--- config.mk ---
export PLATFORM = sky130hd
export DESIGN_NAME = alu_pipe
export DESIGN_NICKNAME = d
export VERILOG_FILES = /design/src/rtl/alu_pipe.sv
export SDC_FILE = /design/constraint.sdc
export NUM_CORES = 1
export LEC_CHECK = 0
export ABC_CLOCK_PERIOD_IN_PS = 3910
export CORE_AREA = 5 5 123 102
export DETAILED_ROUTE_END_ITERATION = 7
export DIE_AREA = 0 0 128 107
export PLACE_DENSITY = 0.69
export SYNTH_ARGS = -nofsm -noshare
export SYNTH_HDL_FRONTEND = slang
export SYNTH_SLANG_ARGS = --single-unit
--- constraint.sdc ---
create_clock -name clk -period 3.91 [get_ports clk]
set_clock_uncertainty 0.05 [all_clocks]
set_input_delay 0.391 -clock clk [delete_from_list [all_inputs] [get_ports clk]]
set_output_delay 0.391 -clock clk [all_outputs]
set_load 0.05 [all_outputs]
--- src/rtl/alu_pipe.sv ---
// Handshaked ALU with one result register: single-cycle ops, plus a shift-add multiplier
// that needs WIDTH+1 cycles per result. The flags are registered together with y.
module alu_pipe #(
  parameter int unsigned WIDTH = 8
) (
  input  logic             clk,
  input  logic             rst_n,
  input  logic             in_valid,
  output logic             in_ready,
  input  logic [WIDTH-1:0] a,
  input  logic [WIDTH-1:0] b,
  input  logic [3:0]       op,
  output logic             out_valid,
  input  logic             out_ready,
  output logic [WIDTH-1:0] y,
  output logic             carry,
  output logic             zero,
  output logic             neg,
  output logic             ovf,
  output logic             err
);

  localparam int unsigned CW = $clog2(WIDTH + 1);
  localparam int unsigned W1 = WIDTH + 1;
  localparam int unsigned W2 = 2 * WIDTH;

  localparam logic [3:0] OP_ADD = 4'h0;
  localparam logic [3:0] OP_SUB = 4'h1;
  localparam logic [3:0] OP_AND = 4'h2;
  localparam logic [3:0] OP_OR  = 4'h3;
  localparam logic [3:0] OP_XOR = 4'h4;
  localparam logic [3:0] OP_NOT = 4'h5;
  localparam logic [3:0] OP_SHL = 4'h6;
  localparam logic [3:0] OP_SHR = 4'h7;
  localparam logic [3:0] OP_ADC = 4'h8;
  localparam logic [3:0] OP_SBB = 4'h9;
  localparam logic [3:0] OP_MUL = 4'hA;
  localparam logic [3:0] OP_ROL = 4'hB;
  localparam logic [3:0] OP_ROR = 4'hC;
  localparam logic [3:0] OP_SAR = 4'hD;

  typedef enum logic [1:0] {IDLE, BUSY, DONE} state_t;

  state_t           state, next_state;
  logic             accept, load_alu, load_mul, mul_done;
  logic [WIDTH:0]   sum, dif;
  logic [WIDTH-1:0] alu_y, wr_y;
  logic             alu_c, alu_v, alu_e;
  logic             wr_c, wr_v, wr_e;
  logic [W2-1:0]    prod, mcand;
  logic [WIDTH-1:0] mplier;
  logic [CW-1:0]    cnt;

  // The result register can also be replaced while DONE, provided the consumer drains it on that same edge.
  assign in_ready  = rst_n && ((state == IDLE) || (state == DONE && out_ready));
  assign out_valid = (state == DONE);
  assign accept    = in_valid && in_ready;
  assign mul_done  = (state == BUSY) && (cnt == CW'(WIDTH));

  // Single-cycle ALU; the carry register doubles as the stored carry-in for ADC/SBB.
  always_comb begin
    alu_y = '0;
    alu_c = 1'b0;
    alu_v = 1'b0;
    alu_e = 1'b0;
    sum   = {1'b0, a} + {1'b0, b} + W1'(op == OP_ADC && carry);
    dif   = {1'b0, a} - {1'b0, b} - W1'(op == OP_SBB && carry);
    case (op)
      OP_ADD, OP_ADC: begin
        alu_y = sum[WIDTH-1:0];
        alu_c = sum[WIDTH];
        alu_v = (a[WIDTH-1] == b[WIDTH-1]) && (sum[WIDTH-1] != a[WIDTH-1]);
      end
      OP_SUB, OP_SBB: begin
        alu_y = dif[WIDTH-1:0];
        alu_c = dif[WIDTH];
        alu_v = (a[WIDTH-1] != b[WIDTH-1]) && (dif[WIDTH-1] != a[WIDTH-1]);
      end
      OP_AND: alu_y = a & b;
      OP_OR:  alu_y = a | b;
      OP_XOR: alu_y = a ^ b;
      OP_NOT: alu_y = ~a;
      OP_SHL: begin
        alu_y = {a[WIDTH-2:0], 1'b0};
        alu_c = a[WIDTH-1];
      end
      OP_SHR: begin
        alu_y = {1'b0, a[WIDTH-1:1]};
        alu_c = a[0];
      end
      OP_MUL: begin
        alu_y = '0;
      end
      OP_ROL: begin
        alu_y = {a[WIDTH-2:0], a[WIDTH-1]};
        alu_c = a[WIDTH-1];
      end
      OP_ROR: begin
        alu_y = {a[0], a[WIDTH-1:1]};
        alu_c = a[0];
      end
      OP_SAR: begin
        alu_y = {a[WIDTH-1], a[WIDTH-1:1]};
        alu_c = a[0];
      end
      default: alu_e = 1'b1;
    endcase
  end

  always_comb begin
    wr_y = mul_done ? prod[WIDTH-1:0] : alu_y;
    wr_c = mul_done ? (|prod[W2-1:WIDTH]) : alu_c;
    wr_v = mul_done ? 1'b0 : alu_v;
    wr_e = mul_done ? 1'b0 : alu_e;
  end

  always_ff @(posedge clk or negedge rst_n) begin
    if (!rst_n) state <= IDLE;
    else        state <= next_state;
  end

  always_comb begin
    next_state = state;
    load_alu   = 1'b0;
    load_mul   = 1'b0;
    case (state)
      IDLE, DONE: begin
        if (accept) begin
          if (op == OP_MUL) begin
            load_mul   = 1'b1;
            next_state = BUSY;
          end else begin
            load_alu   = 1'b1;
            next_state = DONE;
          end
        end else if (state == DONE && out_ready) begin
          next_state = IDLE;
        end
      end
      BUSY:    if (mul_done) next_state = DONE;
      default: next_state = IDLE;
    endcase
  end

  // Result/flag register plus the multiplier: one partial product per cycle, then one write-back cycle.
  always_ff @(posedge clk or negedge rst_n) begin
    if (!rst_n) begin
      y      <= '0;
      carry  <= 1'b0;
      zero   <= 1'b0;
      neg    <= 1'b0;
      ovf    <= 1'b0;
      err    <= 1'b0;
      prod   <= '0;
      mcand  <= '0;
      mplier <= '0;
      cnt    <= '0;
    end else begin
      if (load_alu || mul_done) begin
        y     <= wr_y;
        carry <= wr_c;
        zero  <= (wr_y == '0);
        neg   <= wr_y[WIDTH-1];
        ovf   <= wr_v;
        err   <= wr_e;
      end
      if (load_mul) begin
        prod   <= '0;
        mcand  <= W2'(a);
        mplier <= b;
        cnt    <= '0;
      end else if (state == BUSY && !mul_done) begin
        if (mplier[0]) prod <= prod + mcand;
        mcand  <= mcand << 1;
        mplier <= mplier >> 1;
        cnt    <= cnt + CW'(1);
      end
    end
  end

endmodule

-- Word level (Yosys, flattened, before mapping)
Cells that the tools add are included.
- add/subtract/negate cells: 6
- multipliers: 0
- divide/modulo/power cells: 0
- magnitude comparators: 0
- eq/ne operators: 22
- shifts and indexed selects: 0
- multiplexer cells: 28
- bitwise operators: 4
- reductions and logical operators: 26
- operators with widths (cell ; number):
    case mux 8 bit (11 select lines) ; 1
    two-way mux 16 bit ; 5
    == test 4 bit, second input constant ; 7
    two-way mux 8 bit ; 3
    adder 16 bit ; 1
    == test 4 x 3 -> 1 bit, second input constant ; 4
    OR reduction 14 bit ; 1
    two-way mux 1 bit ; 10
    adder 8 x 8 -> 9 bit ; 1
    adder 9 x 1 -> 9 bit ; 1
    logical AND 1 bit ; 9
    subtractor 8 x 8 -> 9 bit ; 1
    subtractor 9 x 1 -> 9 bit ; 1
    bitwise AND 8 bit ; 1
    == test 4 x 2 -> 1 bit, second input constant ; 2
    logical NOT 8 bit ; 1
    two-way mux 2 bit ; 4
    two-way mux 4 bit ; 2
    NOT 8 bit ; 1
    bitwise OR 8 bit ; 1
    OR reduction 2 bit ; 4
    OR reduction 8 bit ; 1
    XOR 8 bit ; 1
    adder 4 x 1 -> 4 bit, second input constant ; 1
    17 further kinds ; 22
- register bits: 59
- latch bits: 0
- bits in writable memories: 0
- memory bits (read-only): 0
- bits of input ports: 24
- output and inout port bits: 15
- word-level logic and storage cells: 97
- memories: 0

-- Longest topological paths before layout
Gate-level depths: netlist of the first run.
- word-level depth: 9
- mapped depth: 14
- mapped depth without buffers: 12

-- Worst setup path after synthesis of the first run
Ideal clock, no wire load.
- path kind: input port to flip-flop
- start: input op[0]
- end: register y[7]
- setup time: 125 ps
- arrival time: 2958 ps
- required time: 3735 ps
- setup slack: 777 ps
- cell stages on the path: 14
- path buffers: 3
- cell sequence: buf_6 -> buf_2 -> buf_2 -> nand4b_1 -> fa_1 -> inv_1 -> ha_1 -> o21ai_0 -> a311oi_1 -> a21o_1 -> mux2i_1 -> nor3_1 -> a22oi_2 -> mux2_2
- longest elaborated chain between the ends: 5
- elaborated cells on any way between the ends: 26
- those cells by class: add/sub: 2; eq/ne: 13; mux: 5; reduce/logical: 6
- ends and longest elaborated chain (item ; line ; source):
    from (decl) ; 12 ; input logic [3:0] op,
    == test 4 bit, on equally long branches ; - ;
    logical AND 1 bit (tied with other cells) ; 67 ; dif = {1'b0, a} - {1'b0, b} - W1'(op == OP_SBB && carry);
    subtractor 9 x 1 -> 9 bit (tied with other cells) ; 67 ;
    case mux 8 bit (11 select lines) or two-way mux 1 bit (tied branches) ; 68, 126 ;
    two-way mux 8 bit or logical OR 1 bit (tied branches) ; 111, 159 ;
    to (signal assigned) ; 160 ; y <= wr_y;
    to (decl) ; 15 ; output logic [WIDTH-1:0] y,
Several ways; a longest one is shown, not always the timed one.
A chain may end at the register's enable or synchronous reset.

-- Final worst setup path of the first run
- start: input op[0]
- end: register zero
- longest elaborated chain between the ends: 6
- elaborated cells on any way between the ends: 27
- those cells by class: add/sub: 2; eq/ne: 13; mux: 5; reduce/logical: 7
- ends and longest elaborated chain (item ; line ; source):
    == test 4 bit, on equally long branches ; 67, 68, 66 ;
    logical AND 1 bit, on equally long branches ; 67, 66 ;
    subtractor 9 x 1 -> 9 bit or adder 9 x 1 -> 9 bit (tied branches) ; 67, 66 ;
    case mux 8 bit (11 select lines) ; 68 ; case (op)
    two-way mux 8 bit ; 111 ; wr_y = mul_done ? prod[WIDTH-1:0] : alu_y;
    logical NOT 8 bit ; 162 ; zero <= (wr_y == '0);
    to (signal assigned) ; 162 ;
    to (decl) ; 17 ; output logic zero,
Several ways; a longest one is shown, not always the timed one.

==> flow_metrics.py, run 1 <==
metrics = {
    "run_status": {
        "status": "complete, no violations",
    },
    "sta": {
        "hold_viol_final": 0,
        "fmaxAchievable_mhz": 296.5,
        "fin_crit_sh_pct": 86.25,
        "finalCriticalPeriod_ns": 3.373,
        "slew_headroom_pct": 41.96,
        "tightest_slew_ns": 0.8706,
        "timing.final.ws_setup_ns": 0.5374,
        "finalSetupViolCount": 0,
        "maxSlewViolCount": 0,
        "fin_tns_setup_ns": 0,
        "rsz0062_at_grt": "no",
    },
    "logic_synthesis": {
        "syn_area_per_cell_um2": 8.552,
        "ys_seq_elements": 58,
        "synth_area_mm2": 0.004917,
        "syn_nets": 651,
        "yosys_warnings": 0,
        "synth_edf_count": 0,
        "synthArstFlopShare_pct": 100.0,
        "synthFlopType": "dfrtp_1",
        "netlist_instances": 575,
        "synth_cell_types": 67,
        "yosysSeqAreaShare_pct": 29.52,
    },
    "routing": {
        "ant_nets": 0,
        "post_drt_wl_per_cell_um": 18.12,
        "drtIter0Drc": 322,
        "vias": 4424,
        "avgViaCountPerCell": 5.798,
        "drt_pre_antenna_iters": 4,
        "drc": 0,
        "totalWireLength_um": 13830,
    },
    "setup_path": {
        "crit_top_cell": "fa_1",
        "worstSetupPathDepth": 11,
        "critPathTopFamily": "compound AO/OA/AOI/OAI gates",
        "path_max_fanout": 12,
        "crit_start": "op[0]",
        "cp_data_required_time_ns": 4.09,
        "start_kind": "primary input",
        "path_class": "primary input to register",
        "ff2ff_path_depth": 10,
        "critPathCaptureType": "register",
        "cpPeakStageDelay_ns": 0.66,
        "cp.arrival_ns": 3.55,
        "path_cells": "clkdlybuf4s50_1 > nand4b_1 > fa_1 > fa_1 > o21ai_0 > nand2b_1 > xor2_1 > a211oi_1 > a2bb2oi_1 > nand4_1 > o41ai_2",
        "crit_buf_inv": 1,
        "slowest_stage": "clkdlybuf4s50_1",
        "rr_startpoint": "carry$_DFFE_PN0P_",
    },
    "global_route": {
        "met2_usage_pct": 30.83,
        "antenna_found_initial": 0,
        "overflow": 0,
        "grt.busiest_layer": "met2",
        "grt_max_degree": 59,
        "grtUsageMet1_pct": 30.40,
        "grt_pass1_vias": 4315,
        "grt_first_pass_wirelength_um": 22690,
        "track_usage_pct": 20.73,
        "use_met3_pct": 5.080,
    },
    "layout": {
        "final_cells": 763,
        "n_antenna_cell": 0,
        "ff_latch_area_mm2": 0.001451,
        "multi_input_area_mm2": 0.003197,
        "synthToLayoutAreaGrowth_pct": 17.46,
        "drive_gt1_share_pct": 8.455,
        "fillers": 1089,
        "nNetsFinal": 686,
    },
    "floorplanning": {
        "initial_core_util_pct": 43.86,
        "boundaryPins": 39,
        "die_y_um": 107,
        "die_area_mm2": 0.01370,
        "fp-row-count": 35,
        "core_mm2": 0.01121,
        "die_width_um": 128,
    },
    "power": {
        "p_total_mw": 3.436,
        "p_per_area_mw_per_mm2": 595.0,
        "peakVddDrop_v": 0.0002344,
        "cellLeakagePower_nw": 2.598,
    },
    "clock_tree": {
        "cts_hold_buffers": 0,
        "clock_sinks": 58,
        "cts_resized": 0,
        "tritoncts": "yes",
        "cts_made_buffers": 9,
        "htree_num_levels": 3,
        "clk_latency_ns": 0.33,
        "cts_buffer_depth": 2,
        "clk_pin_slew_ns": 0.05,
        "root_buffer": "clkbuf_16",
        "postCtsSetupBuffers": 0,
    },
    "min_path": {
        "hold_class": "primary input to asynchronous set/reset pin",
    },
    "placement": {
        "gp_congestion": 0.9039,
        "dp_hpwl_um": 10310,
        "pre_cts_ws_ns": 0.2721,
        "io_buffers": 38,
        "dp.cells": 747,
    },
    "job": {
        "drv_cap": 0,
    },
}
==> path summary, 6_finish.rpt <==
kind	to	slack [ns]
worst max-delay path	zero$_DFFE_PN0P_	0.54
worst min-delay path	state[1]$_DFFE_PN0P_	0.19
worst max register to register	zero$_DFFE_PN0P_	0.90
worst min register to register	prod[15]$_DFFE_PN0P_	0.45
max in group asynchronous	mplier[7]$_DFFE_PN0P_	3.12
min in group clk	prod[15]$_DFFE_PN0P_	0.45
==> synth_stat cells (6+ instances only) <==
| master | count | area (um^2) |
|---|---|---|
| buf_2 | 10 | 50.05 |
| o22ai_1 | 6 | 37.54 |
| clkbuf_1 | 9 | 33.78 |
| nand2_1 | 75 | 281.5 |
| o21ai_0 | 37 | 185.2 |
| a211oi_1 | 7 | 52.55 |
| nor3_1 | 14 | 70.07 |
| nand2b_1 | 10 | 62.56 |
| mux2i_1 | 14 | 140.1 |
| nor2b_1 | 10 | 62.56 |
| nor2_1 | 35 | 131.4 |
| xor2_1 | 11 | 96.34 |
| a21oi_1 | 41 | 205.2 |
| nand3_1 | 12 | 60.06 |
| xnor2_1 | 6 | 52.55 |
| nand3b_1 | 8 | 60.06 |
| or3_1 | 6 | 37.54 |
| o21a_1 | 6 | 45.04 |
| inv_1 | 35 | 131.4 |
| dfrtp_1 | 58 | 1451 |
| ha_1 | 47 | 588.1 |
| a22o_1 | 8 | 70.07 |
| a22oi_1 | 14 | 105.1 |
==> logic make-up after synthesis <==
group	after synthesis	share of synthesized area, %
buffers and inverters	60	5.522
AO/OA/AOI/OAI	165	22.85
adder cells (fa/ha/maj)	52	13.99
multiplexers	19	3.995
flip-flops	58	29.52
XOR/XNOR	17	3.028
AND/OR/NAND/NOR	204	21.09
==> cell type report <==
cell class                      count  area share [%]
Clock buffer                       11           4.376
Clock inverter                      5           1.733
Inverter                           35           2.275
Multi-Input combinational cell    457           55.35
Sequential cell                    58           25.13
Tap cell                          148           3.206
Timing Repair Buffer               49           7.929
==> where the power goes <==
part	switching (mW)	total (mW)	internal, mW
Combinational	0.835	1.45	0.619
Sequential	0.211	1.05	0.843
Clock	0.273	0.927	0.654
==> worst register-to-register path, delay by kind of cell (launching register included) <==
kind | cells | cell delay, ns
fa+ha+maj | 2 | 0.88
compound gates | 4 | 1.02
flops | 1 | 0.41
simple gates | 3 | 0.41
xor+xnor | 1 | 0.15
==> metal layers <==
layer	wire length, um	share of wire [%]	up-vias
li1	-	-	2143
met1	7026	51	2158
met2	5944	43	111
met3	723	5.2	12
met4	131	0.95	0
met5	0	0	-
==> sequential cells by signal, summed over array words and instances, names as in the netlist <==
register	count
mcand	16
prod	16
mplier	8
y	8
cnt	4
state	2
carry	1
err	1
ovf	1
zero	1
==> metrics by stage <==
step / utilization (%) / instance area, um^2 / hold slack [ns]
2_1_floorplan: - / 4917 / 0.04541
3_3_place_gp: 48.37 / 5423 / 0.4188
3_5_place_dp: 48.37 / 5423 / 0.4370
4_1_cts: 51.52 / 5776 / 0.2123
5_1_grt: 51.52 / 5776 / 0.2712
6_report: 51.52 / 5776 / 0.1918
==> layout by cell type (no fill, tap or decap), drive strengths merged, types with 8 or more instances in the layout <==
cell type      count
clkdlybuf4s50     37
a21oi             41
o21ai             39
a211oi             8
nor3              14
nand3b             9
nor2b             10
clkbuf            11
dfrtp             58
nand3             12
a22oi             15
ha                47
mux2i             14
inv               35
buf               12
nand2b            10
nor2              35
nand2             76
a22o               8
xor2              11
Note: power is estimated with default switching activity, not from simulation.
==> run 2, diff against run 1 <==
- CORE_AREA: 5 5 123 102 -> 2 2 120 99
- DIE_AREA: 0 0 128 107 -> 0 0 122 101
==> run 2 against run 1 <==
  * Utilization down 0.35 points
  * Flip-flop and latch count unchanged
  * Setup slack better by 0.080 ns
  * Sequential share of layout area up 0.27 points
  * Non-clock buffer count unchanged
  * Global-route usage up 2.8 points
  * Power down 4.9%
  * Die area down 10%
  * Count of clock-buffer cells in the layout up 1
  * Via count up 0.52%
  * Register-to-register slack about the same
  * Cell count unchanged
  * Critical path type unchanged
  * Largest power group unchanged
==> flow_metrics.py, run 2 (synthesis gave the netlist of run 1 again) <==
metrics = {
    "run_status": {
        "status": "complete, no violations",
    },
    "layout": {
        "fin_area_mm2": 0.005714,
        "nNetsFinal": 686,
        "mostFrequentLayoutCells": "75 x nand2_1, 58 x dfrtp_1, 47 x ha_1",
        "drive_gt1_share_pct": 8.455,
        "synthToLayoutAreaGrowth_pct": 16.21,
        "layout_commonest_cell": "nand2_1",
        "n_antenna_cell": 0,
        "reg.largest.list": "mcand x16, prod x16",
        "final_cells": 763,
    },
    "routing": {
        "drt_pre_antenna_iters": 5,
        "vias": 4447,
        "drc": 0,
        "post_drt_wl_per_cell_um": 17.97,
        "ant_nets": 0,
        "avgViaCountPerCell": 5.828,
        "drtIter0Drc": 343,
        "totalWireLength_um": 13710,
    },
    "floorplanning": {
        "boundaryPins": 39,
        "die_y_um": 101,
        "fp-row-count": 35,
        "initial_core_util_pct": 44.03,
        "die_area_mm2": 0.01232,
        "core_mm2": 0.01117,
        "die_width_um": 122,
    },
    "clock_tree": {
        "clk_pin_slew_ns": 0.06,
        "tritoncts": "yes",
        "clk_latency_ns": 0.34,
        "cts_resized": 0,
        "cts_hold_buffers": 0,
        "cts_made_buffers": 9,
        "postCtsSetupBuffers": 0,
        "cts_buffer_depth": 2,
        "htree_num_levels": 3,
        "clock_sinks": 58,
        "root_buffer": "clkbuf_16",
    },
    "global_route": {
        "grt_pass1_vias": 4177,
        "grt_first_pass_wirelength_um": 22340,
        "overflow": 0,
        "antenna_found_initial": 0,
        "grt_max_degree": 59,
        "track_usage_pct": 23.55,
    },
    "power": {
        "peakVddDrop_v": 0.0002246,
        "p_per_area_mw_per_mm2": 571.6,
        "cellLeakagePower_nw": 2.563,
    },
    "sta": {
        "finalCriticalPeriod_ns": 3.293,
        "fin_crit_sh_pct": 84.21,
        "fin_tns_setup_ns": 0,
        "slew_headroom_pct": 41.04,
        "rsz0062_at_grt": "no",
        "finalSetupViolCount": 0,
        "tightest_slew_ns": 0.8845,
        "fmaxAchievable_mhz": 303.7,
        "hold_viol_final": 0,
        "maxSlewViolCount": 0,
    },
    "placement": {
        "dp_hpwl_um": 10330,
        "dp.cells": 747,
        "gp_congestion": 0.9129,
        "place_area_mm2": 0.005423,
        "io_buffers": 38,
    },
    "setup_path": {
        "endpoint": "y[7]$_DFFE_PN0P_",
        "start_kind": "primary input",
        "rr_endpoint": "y[7]$_DFFE_PN0P_",
        "r2r_slack_ns": 0.91,
        "cp.arrival_ns": 3.46,
        "ff2ff_path_depth": 11,
        "path_class": "primary input to register",
        "critPathCaptureType": "register",
        "cp_data_required_time_ns": 4.08,
        "path_max_fanout": 3,
        "crit_start": "op[3]",
        "rr_startpoint": "carry$_DFFE_PN0P_",
    },
    "min_path": {
        "hold_class": "primary input to asynchronous set/reset pin",
    },
    "job": {
        "drv_cap": 0,
    },
}
[run 2: metal layers]
metal / track usage, % / up-vias / wire, um
met5: 0 / - / 0
met3: 6.561 / 17 / 962
met1: 34.00 / 2164 / 6728
li1: - / 2144 / -
met4: 5.747 / 0 / 154
met2: 34.81 / 122 / 5869
[run 2: metrics by stage]
step,power (mW),utilization (%),setup WS [ns],hold WS (ns)
2_1_floorplan,2.103,-,0.7769,0.04541
3_3_place_gp,2.437,48.56,0.3876,0.4283
3_5_place_dp,2.492,48.56,0.3000,0.4288
4_1_cts,3.271,51.17,0.6481,0.2273
5_1_grt,3.501,51.17,0.4424,0.2738
6_report,3.266,51.17,0.6174,0.1868
[run 2: how the worst min path moves through the flow]
stage | start | end | slack, ns | cells past startpoint
floorplan | rst_n | carry$_DFFE_PN0P_ | 0.05 | 0
global placement | prod[15]$_DFFE_PN0P_ | prod[15]$_DFFE_PN0P_ | 0.43 | 1
detailed placement | y[3]$_DFFE_PN0P_ | y[3]$_DFFE_PN0P_ | 0.43 | 2
CTS | rst_n | prod[12]$_DFFE_PN0P_ | 0.23 | 2
global route | rst_n | mcand[1]$_DFFE_PN0P_ | 0.27 | 2
finish | rst_n | prod[2]$_DFFE_PN0P_ | 0.19 | 2
[run 2: final cells by class]
class | instances | area (um^2)
Clock buffer | 12 | 266.5
Multi-Input combinational cell | 457 | 3197
Inverter | 35 | 131.4
Tap cell | 148 | 185.2
Clock inverter | 4 | 25.02
Sequential cell | 58 | 1451
Fill cell | 1058 | 5453
Timing Repair Buffer | 49 | 457.9
[run 2: where the power goes]
part / switching, mW / internal [mW] / leakage (nW)
registers: 0.217 / 0.843 / 0.726
clock network: 0.287 / 0.478 / 0.141
logic: 0.822 / 0.620 / 1.70
total: 1.33 / 1.94 / 2.56
[run 2: critical path: stages]
cell	delay [ns]
clkdlybuf4s50_1	0.46
nor2b_1	0.22
nand4b_1	0.15
fa_1	0.53
inv_1	0.05
ha_1	0.17
o21ai_0	0.28
a311oi_1	0.19
a21o_1	0.24
mux2i_1	0.12
nor3_1	0.26
a22oi_2	0.11
mux2_2	0.29
